--- config.mk ---
export PLATFORM = sky130hd
export DESIGN_NAME = portgroup_rx_flat
export DESIGN_NICKNAME = d
export VERILOG_FILES = /design/src/rtl/portgroup_pkg.sv /design/src/rtl/portgroup_rx_if.sv /design/src/rtl/portgroup_rx_shift.sv /design/src/rtl/portgroup_rx.sv /design/src/flat_wrapper.sv
export SDC_FILE = /design/constraint.sdc
export NUM_CORES = 1
export LEC_CHECK = 0
export CORE_MARGIN = 4
export CORE_UTILIZATION = 40
export CTS_CLUSTER_SIZE = 10
export DETAILED_ROUTE_END_ITERATION = 7
export HOLD_SLACK_MARGIN = 0.03
export PLACE_DENSITY_LB_ADDON = 0.05
export REMOVE_ABC_BUFFERS = 1
export SYNTH_ARGS = -nofsm -noshare
export SYNTH_HDL_FRONTEND = slang
export SYNTH_SLANG_ARGS = --single-unit
export TNS_END_PERCENT = 10
--- constraint.sdc ---
create_clock -name main_clk_i -period 2.5 [get_ports main_clk_i]
set_input_delay 0.75 -clock main_clk_i [delete_from_list [all_inputs] [get_ports main_clk_i]]
set_output_delay 0.75 -clock main_clk_i [all_outputs]
set_load 0.03 [all_outputs]
--- src/rtl/portgroup_pkg.sv ---
// Shared types and helpers for the portgroup receive path.
// Holds the FSM state encoding, the status flag bundle and the parity helper.
package portgroup_pkg;

  typedef enum logic [2:0] {
    idle,
    shift,
    parity,
    commit,
    wait_end
  } rx_state_t;

  typedef struct packed {
    logic valid;
    logic ovf;
    logic perr;
    logic ferr;
  } rx_stat_t;

  localparam int max_width_c = 64;

  // Narrower words are zero-extended by the caller, which leaves the XOR unchanged.
  function automatic logic xor_reduce(input logic [max_width_c-1:0] vec);
    return ^vec;
  endfunction

endpackage

--- src/rtl/portgroup_rx_if.sv ---
// Serial receive and register-file signal bundle for portgroup_rx.
// The master side is the serial source and the register file; the slave side is the core.
interface portgroup_rx_if #(
  parameter int width_p = 32
);

  logic               rx_frame_i;
  logic               rx_strb_i;
  logic               rx_bit_i;
  logic               regf_ctrl_ena_rval_i;
  logic               regf_rx_data0_rd_i;
  logic [width_p-1:0] regf_rx_data0_wval_o;
  logic               regf_rx_data0_wr_o;
  logic               regf_stat_valid_wval_o;
  logic               regf_stat_ovf_wval_o;
  logic               regf_stat_perr_wval_o;
  logic               regf_stat_ferr_wval_o;
  logic               regf_stat_wr_o;

  modport master (
    output rx_frame_i,
    output rx_strb_i,
    output rx_bit_i,
    output regf_ctrl_ena_rval_i,
    output regf_rx_data0_rd_i,
    input  regf_rx_data0_wval_o,
    input  regf_rx_data0_wr_o,
    input  regf_stat_valid_wval_o,
    input  regf_stat_ovf_wval_o,
    input  regf_stat_perr_wval_o,
    input  regf_stat_ferr_wval_o,
    input  regf_stat_wr_o
  );

  modport slave (
    input  rx_frame_i,
    input  rx_strb_i,
    input  rx_bit_i,
    input  regf_ctrl_ena_rval_i,
    input  regf_rx_data0_rd_i,
    output regf_rx_data0_wval_o,
    output regf_rx_data0_wr_o,
    output regf_stat_valid_wval_o,
    output regf_stat_ovf_wval_o,
    output regf_stat_perr_wval_o,
    output regf_stat_ferr_wval_o,
    output regf_stat_wr_o
  );

endinterface

--- src/rtl/portgroup_rx_shift.sv ---
// LSB-first deserialiser: shift register, bit counter and even-parity check.
// 'last' looks ahead so the FSM can leave SHIFT on the strobe that completes the word.
module portgroup_rx_shift
  import portgroup_pkg::*;
#(
  parameter int width_p = 32
) (
  input  logic               clk,
  input  logic               rst_n,
  input  logic               clear,
  input  logic               shift_en,
  input  logic               bit_in,
  output logic [width_p-1:0] data,
  output logic               last,
  output logic               done,
  output logic               parity_ok
);

  localparam int cnt_w_c = $clog2(width_p + 1);

  logic [cnt_w_c-1:0] count_q;
  logic [cnt_w_c-1:0] count_base;
  logic [width_p-1:0] shreg_q;
  logic [width_p-1:0] shreg_next;

  // Clearing and shifting in the same cycle makes the new bit count as bit 0.
  assign count_base = clear ? '0 : count_q;
  assign last       = (count_base == cnt_w_c'(width_p - 1));
  assign done       = (count_q == cnt_w_c'(width_p));
  assign parity_ok  = ~(xor_reduce(max_width_c'(shreg_q)) ^ bit_in);
  assign data       = shreg_q;

  generate
    if (width_p == 1) begin : g_single
      assign shreg_next = bit_in;
    end else begin : g_multi
      assign shreg_next = {bit_in, shreg_q[width_p-1:1]};
    end
  endgenerate

  always_ff @(posedge clk or negedge rst_n) begin
    if (!rst_n) begin
      count_q <= '0;
      shreg_q <= '0;
    end else if (shift_en) begin
      count_q <= count_base + cnt_w_c'(1);
      shreg_q <= shreg_next;
    end else if (clear) begin
      count_q <= '0;
    end
  end

endmodule

--- src/rtl/portgroup_rx.sv ---
// Receive core: frames serial words, checks even parity and posts words and
// sticky status flags to the register file through core-write strobes.
module portgroup_rx
  import portgroup_pkg::*;
#(
  parameter int width_p = 32
) (
  input  logic            main_clk_i,
  input  logic            main_rst_an_i,
  portgroup_rx_if.slave   bus
);

  rx_state_t          state_q;
  rx_state_t          state_d;
  rx_stat_t           stat_q;
  rx_stat_t           stat_d;
  logic               block_q;
  logic               data_wr_q;
  logic               stat_wr_q;
  logic [width_p-1:0] wval_q;

  logic               ena;
  logic               frame;
  logic               strb;
  logic               rd;
  logic               shift_en;
  logic               shift_clear;
  logic               commit_now;
  logic               set_perr;
  logic               set_ferr;
  logic [width_p-1:0] shift_data;
  logic               shift_last;
  logic               shift_done;
  logic               shift_parity_ok;

  assign ena   = bus.regf_ctrl_ena_rval_i;
  assign frame = bus.rx_frame_i;
  assign strb  = bus.rx_strb_i;
  assign rd    = bus.regf_rx_data0_rd_i;

  assign shift_clear = (state_q != shift) && (state_q != parity);

  portgroup_rx_shift #(
    .width_p (width_p)
  ) u_shift (
    .clk       (main_clk_i),
    .rst_n     (main_rst_an_i),
    .clear     (shift_clear),
    .shift_en  (shift_en),
    .bit_in    (bus.rx_bit_i),
    .data      (shift_data),
    .last      (shift_last),
    .done      (shift_done),
    .parity_ok (shift_parity_ok)
  );

  // A frame that was high while disabled must end before a new one is accepted.
  always_ff @(posedge main_clk_i or negedge main_rst_an_i) begin
    if (!main_rst_an_i) begin
      block_q <= 1'b0;
    end else if (!frame) begin
      block_q <= 1'b0;
    end else if (!ena) begin
      block_q <= 1'b1;
    end
  end

  always_ff @(posedge main_clk_i or negedge main_rst_an_i) begin
    if (!main_rst_an_i) begin
      state_q <= idle;
    end else begin
      state_q <= state_d;
    end
  end

  always_comb begin
    state_d    = state_q;
    shift_en   = 1'b0;
    commit_now = 1'b0;
    set_perr   = 1'b0;
    set_ferr   = 1'b0;
    if (!ena) begin
      state_d = idle;
    end else begin
      case (state_q)
        idle: begin
          if (frame) begin
            if (block_q) begin
              state_d = wait_end;
            end else begin
              state_d = shift;
              if (strb) begin
                shift_en = 1'b1;
                if (shift_last) state_d = parity;
              end
            end
          end
        end
        shift: begin
          if (!frame) begin
            set_ferr = 1'b1;
            state_d  = idle;
          end else if (strb) begin
            shift_en = 1'b1;
            if (shift_last) state_d = parity;
          end
        end
        parity: begin
          if (!frame) begin
            set_ferr = 1'b1;
            state_d  = idle;
          end else if (strb && shift_done) begin
            if (shift_parity_ok) begin
              commit_now = 1'b1;
              state_d    = commit;
            end else begin
              set_perr = 1'b1;
              state_d  = wait_end;
            end
          end
        end
        commit:   state_d = wait_end;
        wait_end: if (!frame) state_d = idle;
        default:  state_d = idle;
      endcase
    end
  end

  // The commit decision is made on the parity strobe, so a read in that cycle
  // is the read that races the commit; it neither clears valid nor flags overflow.
  always_comb begin
    stat_d = stat_q;
    if (!ena) begin
      stat_d = '0;
    end else begin
      if (commit_now) begin
        if (stat_q.valid && !rd) stat_d.ovf = 1'b1;
        stat_d.valid = 1'b1;
      end else if (rd) begin
        stat_d.valid = 1'b0;
      end
      if (set_perr) stat_d.perr = 1'b1;
      if (set_ferr) stat_d.ferr = 1'b1;
    end
  end

  always_ff @(posedge main_clk_i or negedge main_rst_an_i) begin
    if (!main_rst_an_i) begin
      stat_q    <= '0;
      stat_wr_q <= 1'b0;
      data_wr_q <= 1'b0;
      wval_q    <= '0;
    end else begin
      stat_q    <= stat_d;
      stat_wr_q <= (stat_d != stat_q);
      data_wr_q <= commit_now;
      if (commit_now) wval_q <= shift_data;
    end
  end

  assign bus.regf_rx_data0_wval_o   = wval_q;
  assign bus.regf_rx_data0_wr_o     = data_wr_q;
  assign bus.regf_stat_valid_wval_o = stat_q.valid;
  assign bus.regf_stat_ovf_wval_o   = stat_q.ovf;
  assign bus.regf_stat_perr_wval_o  = stat_q.perr;
  assign bus.regf_stat_ferr_wval_o  = stat_q.ferr;
  assign bus.regf_stat_wr_o         = stat_wr_q;

endmodule

--- src/flat_wrapper.sv ---
// flat-port wrapper written by rule: the top's interface ports become plain ports
module portgroup_rx_flat import portgroup_pkg::*;
#(
  parameter int width_p = 32
)
  (main_clk_i, main_rst_an_i, bus_rx_frame_i, bus_rx_strb_i, bus_rx_bit_i, bus_regf_ctrl_ena_rval_i, bus_regf_rx_data0_rd_i, bus_regf_rx_data0_wval_o, bus_regf_rx_data0_wr_o, bus_regf_stat_valid_wval_o, bus_regf_stat_ovf_wval_o, bus_regf_stat_perr_wval_o, bus_regf_stat_ferr_wval_o, bus_regf_stat_wr_o);
  portgroup_rx_if #(.width_p(width_p)) bus_i ();
  input  logic main_clk_i;
  input  logic main_rst_an_i;
  input wire logic [$bits(bus_i.rx_frame_i)-1:0] bus_rx_frame_i;
  input wire logic [$bits(bus_i.rx_strb_i)-1:0] bus_rx_strb_i;
  input wire logic [$bits(bus_i.rx_bit_i)-1:0] bus_rx_bit_i;
  input wire logic [$bits(bus_i.regf_ctrl_ena_rval_i)-1:0] bus_regf_ctrl_ena_rval_i;
  input wire logic [$bits(bus_i.regf_rx_data0_rd_i)-1:0] bus_regf_rx_data0_rd_i;
  output wire logic [$bits(bus_i.regf_rx_data0_wval_o)-1:0] bus_regf_rx_data0_wval_o;
  output wire logic [$bits(bus_i.regf_rx_data0_wr_o)-1:0] bus_regf_rx_data0_wr_o;
  output wire logic [$bits(bus_i.regf_stat_valid_wval_o)-1:0] bus_regf_stat_valid_wval_o;
  output wire logic [$bits(bus_i.regf_stat_ovf_wval_o)-1:0] bus_regf_stat_ovf_wval_o;
  output wire logic [$bits(bus_i.regf_stat_perr_wval_o)-1:0] bus_regf_stat_perr_wval_o;
  output wire logic [$bits(bus_i.regf_stat_ferr_wval_o)-1:0] bus_regf_stat_ferr_wval_o;
  output wire logic [$bits(bus_i.regf_stat_wr_o)-1:0] bus_regf_stat_wr_o;
  assign bus_i.rx_frame_i = bus_rx_frame_i;
  assign bus_i.rx_strb_i = bus_rx_strb_i;
  assign bus_i.rx_bit_i = bus_rx_bit_i;
  assign bus_i.regf_ctrl_ena_rval_i = bus_regf_ctrl_ena_rval_i;
  assign bus_i.regf_rx_data0_rd_i = bus_regf_rx_data0_rd_i;
  assign bus_regf_rx_data0_wval_o = bus_i.regf_rx_data0_wval_o;
  assign bus_regf_rx_data0_wr_o = bus_i.regf_rx_data0_wr_o;
  assign bus_regf_stat_valid_wval_o = bus_i.regf_stat_valid_wval_o;
  assign bus_regf_stat_ovf_wval_o = bus_i.regf_stat_ovf_wval_o;
  assign bus_regf_stat_perr_wval_o = bus_i.regf_stat_perr_wval_o;
  assign bus_regf_stat_ferr_wval_o = bus_i.regf_stat_ferr_wval_o;
  assign bus_regf_stat_wr_o = bus_i.regf_stat_wr_o;
  portgroup_rx #(.width_p(width_p)) u_core (.main_clk_i(main_clk_i), .main_rst_an_i(main_rst_an_i), .bus(bus_i));
endmodule
==> flow_summary.yaml, run 1 <==
status:
  status: "complete, no violations"
clocking:
  clock_tree.buffer_depth: 2
  tritoncts_clock_tree: "built"
  ctsRootBufferMaster: "clkbuf_8"
  clk_transition_reported_paths_ns: 0.08
  number_of_buffers_created_by_cts: 9
  clock_sink_count: 80
  cts_hold_buf: 0
  clock_insertion_delay_worst_skew_ns: 0.34
  htree_num_levels: 3
placement:
  place_congestion: 0.7717
  placed_cells: 498
  port_buffers: 44
  dpl.hpwl_mm: 4.950
critical_path:
  criticalPathCategory: "reg -> reg"
  r2r_slack_ns: 0.07
  startpoint_type: "flip-flop"
  critical_path_required_ns: 2.75
  rr_worst_depth: 11
  endpoint_kind_of_the_worst_setup_timing_path: "flip-flop"
  crit_fanout: 3
  timing.rr.end: "u_core.state_q[1]"
  regToRegStartpoint: "u_core.state_q[1]"
  cp_data_arrival_time_ns: 2.68
cells_and_area:
  area_growth_syn_to_layout_pct: 30.44
  final_cells: 521
  n_antenna_cell: 0
  finalCoreUtilization_pct: 53.66
  layout.nets: 416
  drive_gt1_share_pct: 22.28
global_routing:
  grt_pass1_vias: 2558
  globalRouteOverflowTotal: 0
  antenna_found_initial: 0
  grt_first_pass_wirelength_mm: 12.33
  grt_start_max_net_pins: 36
  global_route.usage.total_pct: 14.97
logic_synthesis:
  ffs_latches_synth: 80
  synthCells: 334
  synth_top_area_share_pct: 55.54
  synthesis.area_per_instance_um2: 10.79
  seq_total_area_yosys_pct: 55.54
  yosysWarningCount: 0
  synthesis.area_um2: 3605
  ys_top_cells_by_area: "dfrtp_1 56%, nand2_1 12%, mux2_2 9.7%, xnor2_1 7.3%, mux2_1 1.2%"
  synthDistinctLibCells: 36
  synth_largest_area_cell: "dfrtp_1"
sta:
  final.setup_skew_ns: 0.01037
  timing.final.crit_period_ns: 2.433
  fmaxAchievable_mhz: 411.1
  rsz0062_at_grt: "true"
  slew-limit-headroom_pct: 68.01
  finalCritPeriodShare_pct: 97.31
  timing.hold.ws_ns: 0.3559
  final-setup-viol-count: 0
  totalNegativeSetupSlack_ns: 0
  timing_max_transition_violations_final: 0
  timing_hold_violations_final: 0
  slew_at_the_pin_with_the_worst_max_slew_slack_ns: 0.4799
die:
  die_w_um: 102.9
  rows: 34
  dieArea_um2: 10590
  boundaryPins: 45
  core_area_um2: 8763
  die_h_um: 102.9
  floorplan.initialDensity_pct: 41.13
detailed_routing:
  drt_drc_violations_left: 0
  routedWlPerCell_um: 13.95
  overall_routed_net_length_mm: 7.270
  drt_pre_antenna_iters: 4
  drt-vias-per-instance: 4.850
  drt-initial-drc-count: 93
  vias: 2527
  route.antenna.remaining_nets: 0
power_and_ir_drop:
  p_per_area_nw_per_um2: 637.3
  power_mw: 2.997
  total_leakage_power_nw: 2.277
  worst_ir_drop_vdd_v: 0.0003696
flow_run:
  timing.max_cap.violations: 0
min_path:
  class_of_the_most_critical_hold_timing_path: "in -> async"
[worst max-delay path by stage]
stage,start,endpoint,slack (ns)
finish,u_core.state_q[1],u_core.state_q[1],0.07
global route,u_core.state_q[1],u_core.state_q[1],-0.11
CTS,u_core.state_q[0],u_core.state_q[1],0.002
detailed placement,bus_rx_bit_i,u_core.bus.regf_rx_data0_wval_o[9],-0.66
global placement,bus_rx_bit_i,u_core.bus.regf_rx_data0_wval_o[23],-0.62
floorplan,bus_rx_bit_i,u_core.bus.regf_rx_data0_wval_o[0],-0.46
[power by group]
group | leakage [nW] | switching (mW) | internal, mW | total (mW)
sequential | 1.11 | 0.0498 | 1.34 | 1.39
clock | 0.104 | 0.462 | 0.564 | 1.03
combinational | 1.06 | 0.285 | 0.300 | 0.585
total | 2.28 | 0.796 | 2.20 | 3.00
[synthesized netlist by cell type]
cell / number
xnor3_2: 1
or2_2: 1
nor2_1: 9
nand4b_1: 1
o211ai_1: 3
a2111oi_0: 1
xnor3_1: 1
nor3b_1: 1
mux2_1: 4
inv_1: 3
and4_1: 1
mux2i_4: 1
nand2b_1: 3
nor4bb_1: 1
nand3_1: 2
nor4_1: 2
nor4b_1: 1
o21ai_0: 5
ha_1: 1
mux2_2: 31
a21oi_1: 3
nand3b_1: 1
o211a_1: 1
xnor2_1: 30
dfrtp_1: 80
and2_1: 3
nor3_1: 2
a21boi_0: 1
a32oi_1: 2
buf_6: 3
a31oi_1: 1
xor2_1: 5
o21a_1: 2
nand4_1: 4
nand2_1: 112
clkbuf_1: 11
[layer usage]
| layer | track usage [%] | share of wire (%) | up-vias |
|---|---|---|---|
| met5 | 0 | 0 | - |
| met4 | 4.482 | 1.0 | 0 |
| met3 | 4.263 | 4.1 | 7 |
| met2 | 23.93 | 48 | 38 |
| met1 | 19.86 | 47 | 1225 |
| li1 | - | - | 1257 |
[critical path: stages, from the launching register on]
cell and delay (ns):
dfrtp_1 0.41, xnor2_2 0.16, nor2_2 0.15, and2_4 0.18, ha_4 0.13, nand4b_1 0.10, o211a_1 0.26, mux2_4 0.28
nor4b_4 0.30, buf_4 0.17, nand4_1 0.08, o211ai_1 0.12
[cells in the final DEF, fill, tap and decap left out, drive strengths merged, types with 2 or more instances in the layout]
cell type | netlist | layout
nand4 | 4 | 4
buf | 3 | 34
bufinv | 0 | 2
a21oi | 3 | 3
inv | 3 | 3
nor3 | 2 | 2
o21ai | 5 | 5
xnor2 | 30 | 30
and2 | 3 | 3
dfrtp | 80 | 80
nand2 | 112 | 112
xnor3 | 2 | 2
mux2 | 35 | 35
nor4 | 2 | 2
o21a | 2 | 2
clkbuf | 11 | 11
clkdlybuf4s50 | 0 | 41
nand3 | 2 | 2
xor2 | 5 | 5
nand2b | 3 | 3
a32oi | 2 | 2
nor2 | 9 | 9
clkinv | 0 | 2
o211ai | 3 | 3
[cells by family (layout without fill, tap and decap cells)]
| logic type | Yosys count | count (layout) | synth area share, % |
|---|---|---|---|
| xor+xnor | 37 | 37 | 9.788 |
| compound gates | 19 | 19 | 3.540 |
| flops | 80 | 80 | 55.54 |
| fa+ha+maj | 1 | 1 | 0.3470 |
| simple gates | 144 | 144 | 16.83 |
| buf+inv | 17 | 96 | 2.395 |
| mux | 36 | 36 | 11.56 |
[registers in the layout, indices dropped and copies added, names as in the netlist]
register,count
u_core.bus.regf_stat_ovf_wval_o,1
u_core.state_q,3
u_core.bus.regf_stat_wr_o,1
u_core.bus.regf_stat_perr_wval_o,1
u_core.block_q,1
u_core.bus.regf_rx_data0_wr_o,1
u_core.bus.regf_stat_valid_wval_o,1
u_core.u_shift.data,32
u_core.u_shift.count_q,6
u_core.bus.regf_stat_ferr_wval_o,1
u_core.bus.regf_rx_data0_wval_o,32
[cell type report]
| class | instances | area [um^2] |
|---|---|---|
| timing repair buffer | 77 | 743.2 |
| fill | 784 | 4061 |
| multi-input combinational | 237 | 1598 |
| clock buffer | 11 | 131.4 |
| tap | 108 | 135.1 |
| clock inverter | 5 | 81.33 |
| inverter | 3 | 11.26 |
| sequential | 80 | 2002 |
[per-stage QoR]
stage	area, um^2	setup slack, ns
2_1_floorplan	3530	-0.4617
3_3_place_gp	4323	-0.6153
3_5_place_dp	4323	-0.6607
4_1_cts	4599	0.002212
5_1_grt	4702	-0.1079
6_report	4702	0.06729
[repair_timing]
item | in CTS | in global routing
resized for setup | 11 | 15
buffers inserted | 3 | 3
cloned | 1 | 0
pin swaps | 4 | 9
setup endpoints to repair | 38 | 36
Note: power is estimated with default switching activity, not from simulation.
==> run 2: changes to the inputs <==
Settings changed: PLACE_DENSITY set to 0.74, PLACE_DENSITY_LB_ADDON 0.05 to unset.
==> flow_summary.yaml, run 2 (synthesis gave the netlist of run 1 again) <==
critical_path:
  cp.buffers_inverters: 3
  timing.critical_path.slowest_stage_cell: "mux2_2"
  worst_path_dominant_cell_family: "XOR/XNOR gates"
  crit_path_max_incr_delay_ns: 0.34
  startpoint_type: "input port"
  criticalPathCategory: "in -> reg"
  cell_with_the_most_instances_on_the_worst_path: "xnor2_1"
  cp_data_arrival_time_ns: 2.68
  critical_path_required_ns: 2.73
  endpoint_kind_of_the_worst_setup_timing_path: "flip-flop"
  crit_path_cell_trace: "dlygate4sd2_1 > xnor2_2 > xnor2_1 > xnor2_1 > xnor3_2 > mux2i_4 > buf_4 > buf_12 > mux2_2"
  crit_fanout: 13
detailed_routing:
  route.met3.wl_um: 293
  route.antenna.remaining_nets: 0
  drt-vias-per-instance: 4.902
  drt-initial-drc-count: 124
  drt_pre_antenna_iters: 4
  routedWlPerCell_um: 14.47
  met2RoutedLength_mm: 3.723
  drt_drc_violations_left: 0
  drt-met1-wl_mm: 3.360
  overall_routed_net_length_mm: 7.495
  vias: 2539
  top_signal_layer_used: "met4"
global_routing:
  grt_first_pass_wirelength_mm: 12.45
  grt_pass1_vias: 2581
  grt_start_max_net_pins: 38
  global_route.usage.total_pct: 15.01
  antenna_found_initial: 0
  globalRouteOverflowTotal: 0
power_and_ir_drop:
  total_leakage_power_nw: 2.268
  intPower_mw: 2.082
  power_frac_clock_pct: 33.0
  power.share.sequential_pct: 48.2
  power_switching_mw: 0.7995
  p_per_area_nw_per_um2: 612.7
  power.share.combinational_pct: 18.7
  power_switching_share_pct: 27.75
  worst_ir_drop_vdd_v: 0.0002560
sta:
  timing.final.crit_period_ns: 2.455
  slew_at_the_pin_with_the_worst_max_slew_slack_ns: 0.4919
  slew-limit-headroom_pct: 67.21
  final.setup_skew_ns: 0.01058
  totalNegativeSetupSlack_ns: 0
  final.setup.worst_slack_ns: 0.04493
  timing_hold_violations_final: 0
  fmaxAchievable_mhz: 407.3
  finalCritPeriodShare_pct: 98.20
  timing_max_transition_violations_final: 0
  final-setup-viol-count: 0
  rsz0062_at_grt: "true"
placement:
  dpl.hpwl_mm: 5.051
  placed_cells: 499
  place_congestion: 0.8433
  post-place-ws_ns: -0.6441
  port_buffers: 44
cells_and_area:
  commonest_cells_after_routing_fill_and_taps_aside: "112 x nand2_1, 78 x dfrtp_1, 42 x clkdlybuf4s50_1"
  layout.nets: 413
  n_antenna_cell: 0
  mostFrequentLayoutCell: "nand2_1"
  drive_gt1_share_pct: 23.41
  area_growth_syn_to_layout_pct: 30.44
  final_cells: 518
  fillCellCount: 739
die:
  boundaryPins: 45
  die_h_um: 102.9
  dieArea_um2: 10590
  floorplan.initialDensity_pct: 41.13
  rows: 34
  die_w_um: 102.9
  core_area_um2: 8763
clocking:
  clk_transition_reported_paths_ns: 0.08
  ctsRootBufferMaster: "clkbuf_8"
  tritoncts_clock_tree: "built"
  number_of_buffers_created_by_cts: 9
  htree_num_levels: 3
  clock_insertion_delay_worst_skew_ns: 0.35
  clock_tree.buffer_depth: 2
  clock_sink_count: 80
status:
  status: "complete, no violations"
flow_run:
  timing.max_cap.violations: 0
min_path:
  class_of_the_most_critical_hold_timing_path: "in -> async"
==> run 2: cell count changes in the layout (fill, tap and decap cells not counted), moves of 2 or more <==
cell     change
dfrtp_1      -2
buf_6        -4
dfrtp_2      +2
buf_8        -2
xnor2_2      +2
xnor2_1      -2
==> run 2: layout make-up <==
cell class | count | area, um^2 | area share, %
clock buffer | 11 | 141.4 | 3.007
tap | 108 | 135.1 | 2.874
inverter | 3 | 11.26 | 0.2395
sequential | 80 | 2004 | 42.63
timing repair buffer | 74 | 724.4 | 15.41
clock inverter | 5 | 56.30 | 1.197
multi-input combinational | 237 | 1629 | 34.65
==> run 2: power by group through the flow <==
stage	clock network (mW)	registers (mW)	logic [mW]
final	0.952	1.39	0.540
after global placement	0	1.41	0.494
after detailed placement	0	1.41	0.510
after floorplan	0	1.41	0.306
after CTS	0.982	1.39	0.517
after global routing	1.03	1.40	0.598
==> run 2: metal layers <==
layer | track usage, % | vias up
met5 | 0 | -
met4 | 5.179 | 0
met3 | 3.857 | 10
met2 | 23.83 | 46
met1 | 20.03 | 1244
li1 | - | 1239
==> run 2: repair_timing <==
action,CTS,global route
endpoints found under the setup margin,39,37
resized for setup,3,21
gates cloned,1,0
setup buffers,2,0
pin swaps,2,9
hold buffers,0,0
==> run 2: path summary, 6_finish.rpt <==
check                                                   start                                   to  slack, ns  cells past startpoint
max                                              bus_rx_bit_i  u_core.bus.regf_rx_data0_wval_o[18]       0.04                      9
min in group main_clk_i    u_core.bus.regf_rx_data0_wval_o[4]   u_core.bus.regf_rx_data0_wval_o[4]       0.50                      1
max in group asynchronous                       main_rst_an_i              u_core.u_shift.data[18]       1.58                      2
max reg2reg                           u_core.u_shift.data[20]  u_core.bus.regf_rx_data0_wval_o[18]       0.09                      8
min reg2reg                u_core.bus.regf_rx_data0_wval_o[4]   u_core.bus.regf_rx_data0_wval_o[4]       0.50                      1
min                                             main_rst_an_i   u_core.bus.regf_rx_data0_wval_o[6]       0.36                      1
==> run 2: per-stage QoR <==
step / hold WS [ns] / cell area, um^2 / utilization, % / power [mW]
floorplan: 0.4544 / 3530 / - / 1.715
global placement: 0.4743 / 4343 / 49.56 / 1.904
detailed placement: 0.4888 / 4343 / 49.56 / 1.922
CTS: 0.3660 / 4594 / 52.43 / 2.885
global route: 0.3801 / 4702 / 53.66 / 3.025
finish: 0.3556 / 4702 / 53.66 / 2.881
==> variant (flow settings as in run 1) <==
Make the reset (`main_rst_an_i` and `rst_n`) synchronous in 4 clocked blocks.
--- a/src/rtl/portgroup_rx_shift.sv
+++ b/src/rtl/portgroup_rx_shift.sv
@@ -38,7 +38,7 @@
     end
   endgenerate
 
-  always_ff @(posedge clk or negedge rst_n) begin
+  always_ff @(posedge clk) begin
     if (!rst_n) begin
       count_q <= '0;
       shreg_q <= '0;
--- a/src/rtl/portgroup_rx.sv
+++ b/src/rtl/portgroup_rx.sv
@@ -55,7 +55,7 @@
   );
 
   // A frame that was high while disabled must end before a new one is accepted.
-  always_ff @(posedge main_clk_i or negedge main_rst_an_i) begin
+  always_ff @(posedge main_clk_i) begin
     if (!main_rst_an_i) begin
       block_q <= 1'b0;
     end else if (!frame) begin
@@ -65,7 +65,7 @@
     end
   end
 
-  always_ff @(posedge main_clk_i or negedge main_rst_an_i) begin
+  always_ff @(posedge main_clk_i) begin
     if (!main_rst_an_i) begin
       state_q <= idle;
     end else begin
@@ -144,7 +144,7 @@
     end
   end
 
-  always_ff @(posedge main_clk_i or negedge main_rst_an_i) begin
+  always_ff @(posedge main_clk_i) begin
     if (!main_rst_an_i) begin
       stat_q    <= '0;
       stat_wr_q <= 1'b0;
Function: differs if main_rst_an_i is asserted again (counterexample within 4 cycles, from zero or initial values and one cycle with main_rst_an_i low); with main_rst_an_i held inactive, the same outputs for 10 cycles.
==> variant against run 1 <==
Wire length is 1.9% higher. Design area fell by 8.2%. Hold slack gained 0.095 ns. Synthesized area shrank 6.0%. Via count increased by 13%. Setup slack improved by 0.099 ns. Cell count increased by 11%. Die area shrank 5.5%. Count of clock-buffer cells in the layout increased by 1. Sequential cell count is the same.
Power is not compared: it rests on default switching activity, and its combinational part moved more than twofold at a synthesized area within 25%.
==> variant: results (changes against run 1) <==
- Multiplexer share of the synthesized area: 1.26% (-10 points)
- Relative slew slack: 70.0% (+2.0 points)
- Flop2flop setup slack: 0.20 ns (+0.13 ns)
- Met3 wire len: 237 um (-20%)
- Max incr delay on CP: 0.49 ns (+0.08 ns)
- Predominant post-synthesis flop cell: dfxtp_1
- Mean Syn Cell Area: 8.09 um^2 (-25%)
- GRT Util Overall: 14.9% (-0.11 points)
- End of the critical path: u_core.bus.regf_rx_data0_wval_o[7]$_SDFFE_PN0N_
- Grt met1 use: 20.5% (+0.61 points)
- 1st-pass router iterations: 6 (+2)
- Layout cell share with drive strength beyond 1: 10.8% (-11 points)
- First-pass GRT wire length: 12200 um (-0.73%)
- Critical path fanouts, max: 22 (+19)
- Met2 wire len: 3380 um (-2.5%)
- Status: completed
- Register area share after synthesis: 47.3% (-8.3 points)
- Largest net degree at the start of global routing: 70 (+94%)
- Post-synthesis compound-gate area fraction: 12.7% (+9.2 points)
- Global Route met3 Usage: 2.64% (-1.6 points)
- Clock skew: 0.0155 ns (+0.00515 ns)
- Post-Route M1 WL: 3710 um (+8.1%)
- Most area-consuming cells after synthesis: dfxtp_1, nand2_1, xnor2_1, a21oi_1, nand3_1
- Finished Layout Cells: 578 (+11%)
- Fillers: 795 (+1.4%)
- HPWL Detailed: 4570 um (-7.6%)
## variant: power by group through the flow
stage | Clock (W) | Combinational [W] | Sequential [W]
after detailed placement | 0 | 0.000121 | 0.00131
final | 0.00101 | 0.000121 | 0.00128
after CTS | 0.00104 | 0.000121 | 0.00128
after global placement | 0 | 0.000120 | 0.00131
after global routing | 0.00109 | 0.000135 | 0.00128
after floorplan | 0 | 0.0000501 | 0.00131
## variant: through the flow
step           hold slack, ns  power, W  cell area, um^2
4_1_cts                 0.456   0.00244             4210
5_1_grt                 0.478   0.00251             4320
6_report                0.451   0.00241             4320
3_3_place_gp            0.436   0.00143             4000
3_5_place_dp            0.439   0.00143             4000
2_1_floorplan           0.433   0.00136             3240
## variant: cell type report
class / count / area (um^2) / share of cell area, %
clock inverters: 4 / 48.8 / 1.13
inverters: 6 / 22.5 / 0.522
repair buffers: 69 / 698 / 16.2
flip-flops and latches: 80 / 1600 / 37.1
multi-input cells: 302 / 1650 / 38.2
well taps: 105 / 131 / 3.04
clock buffers: 12 / 165 / 3.83
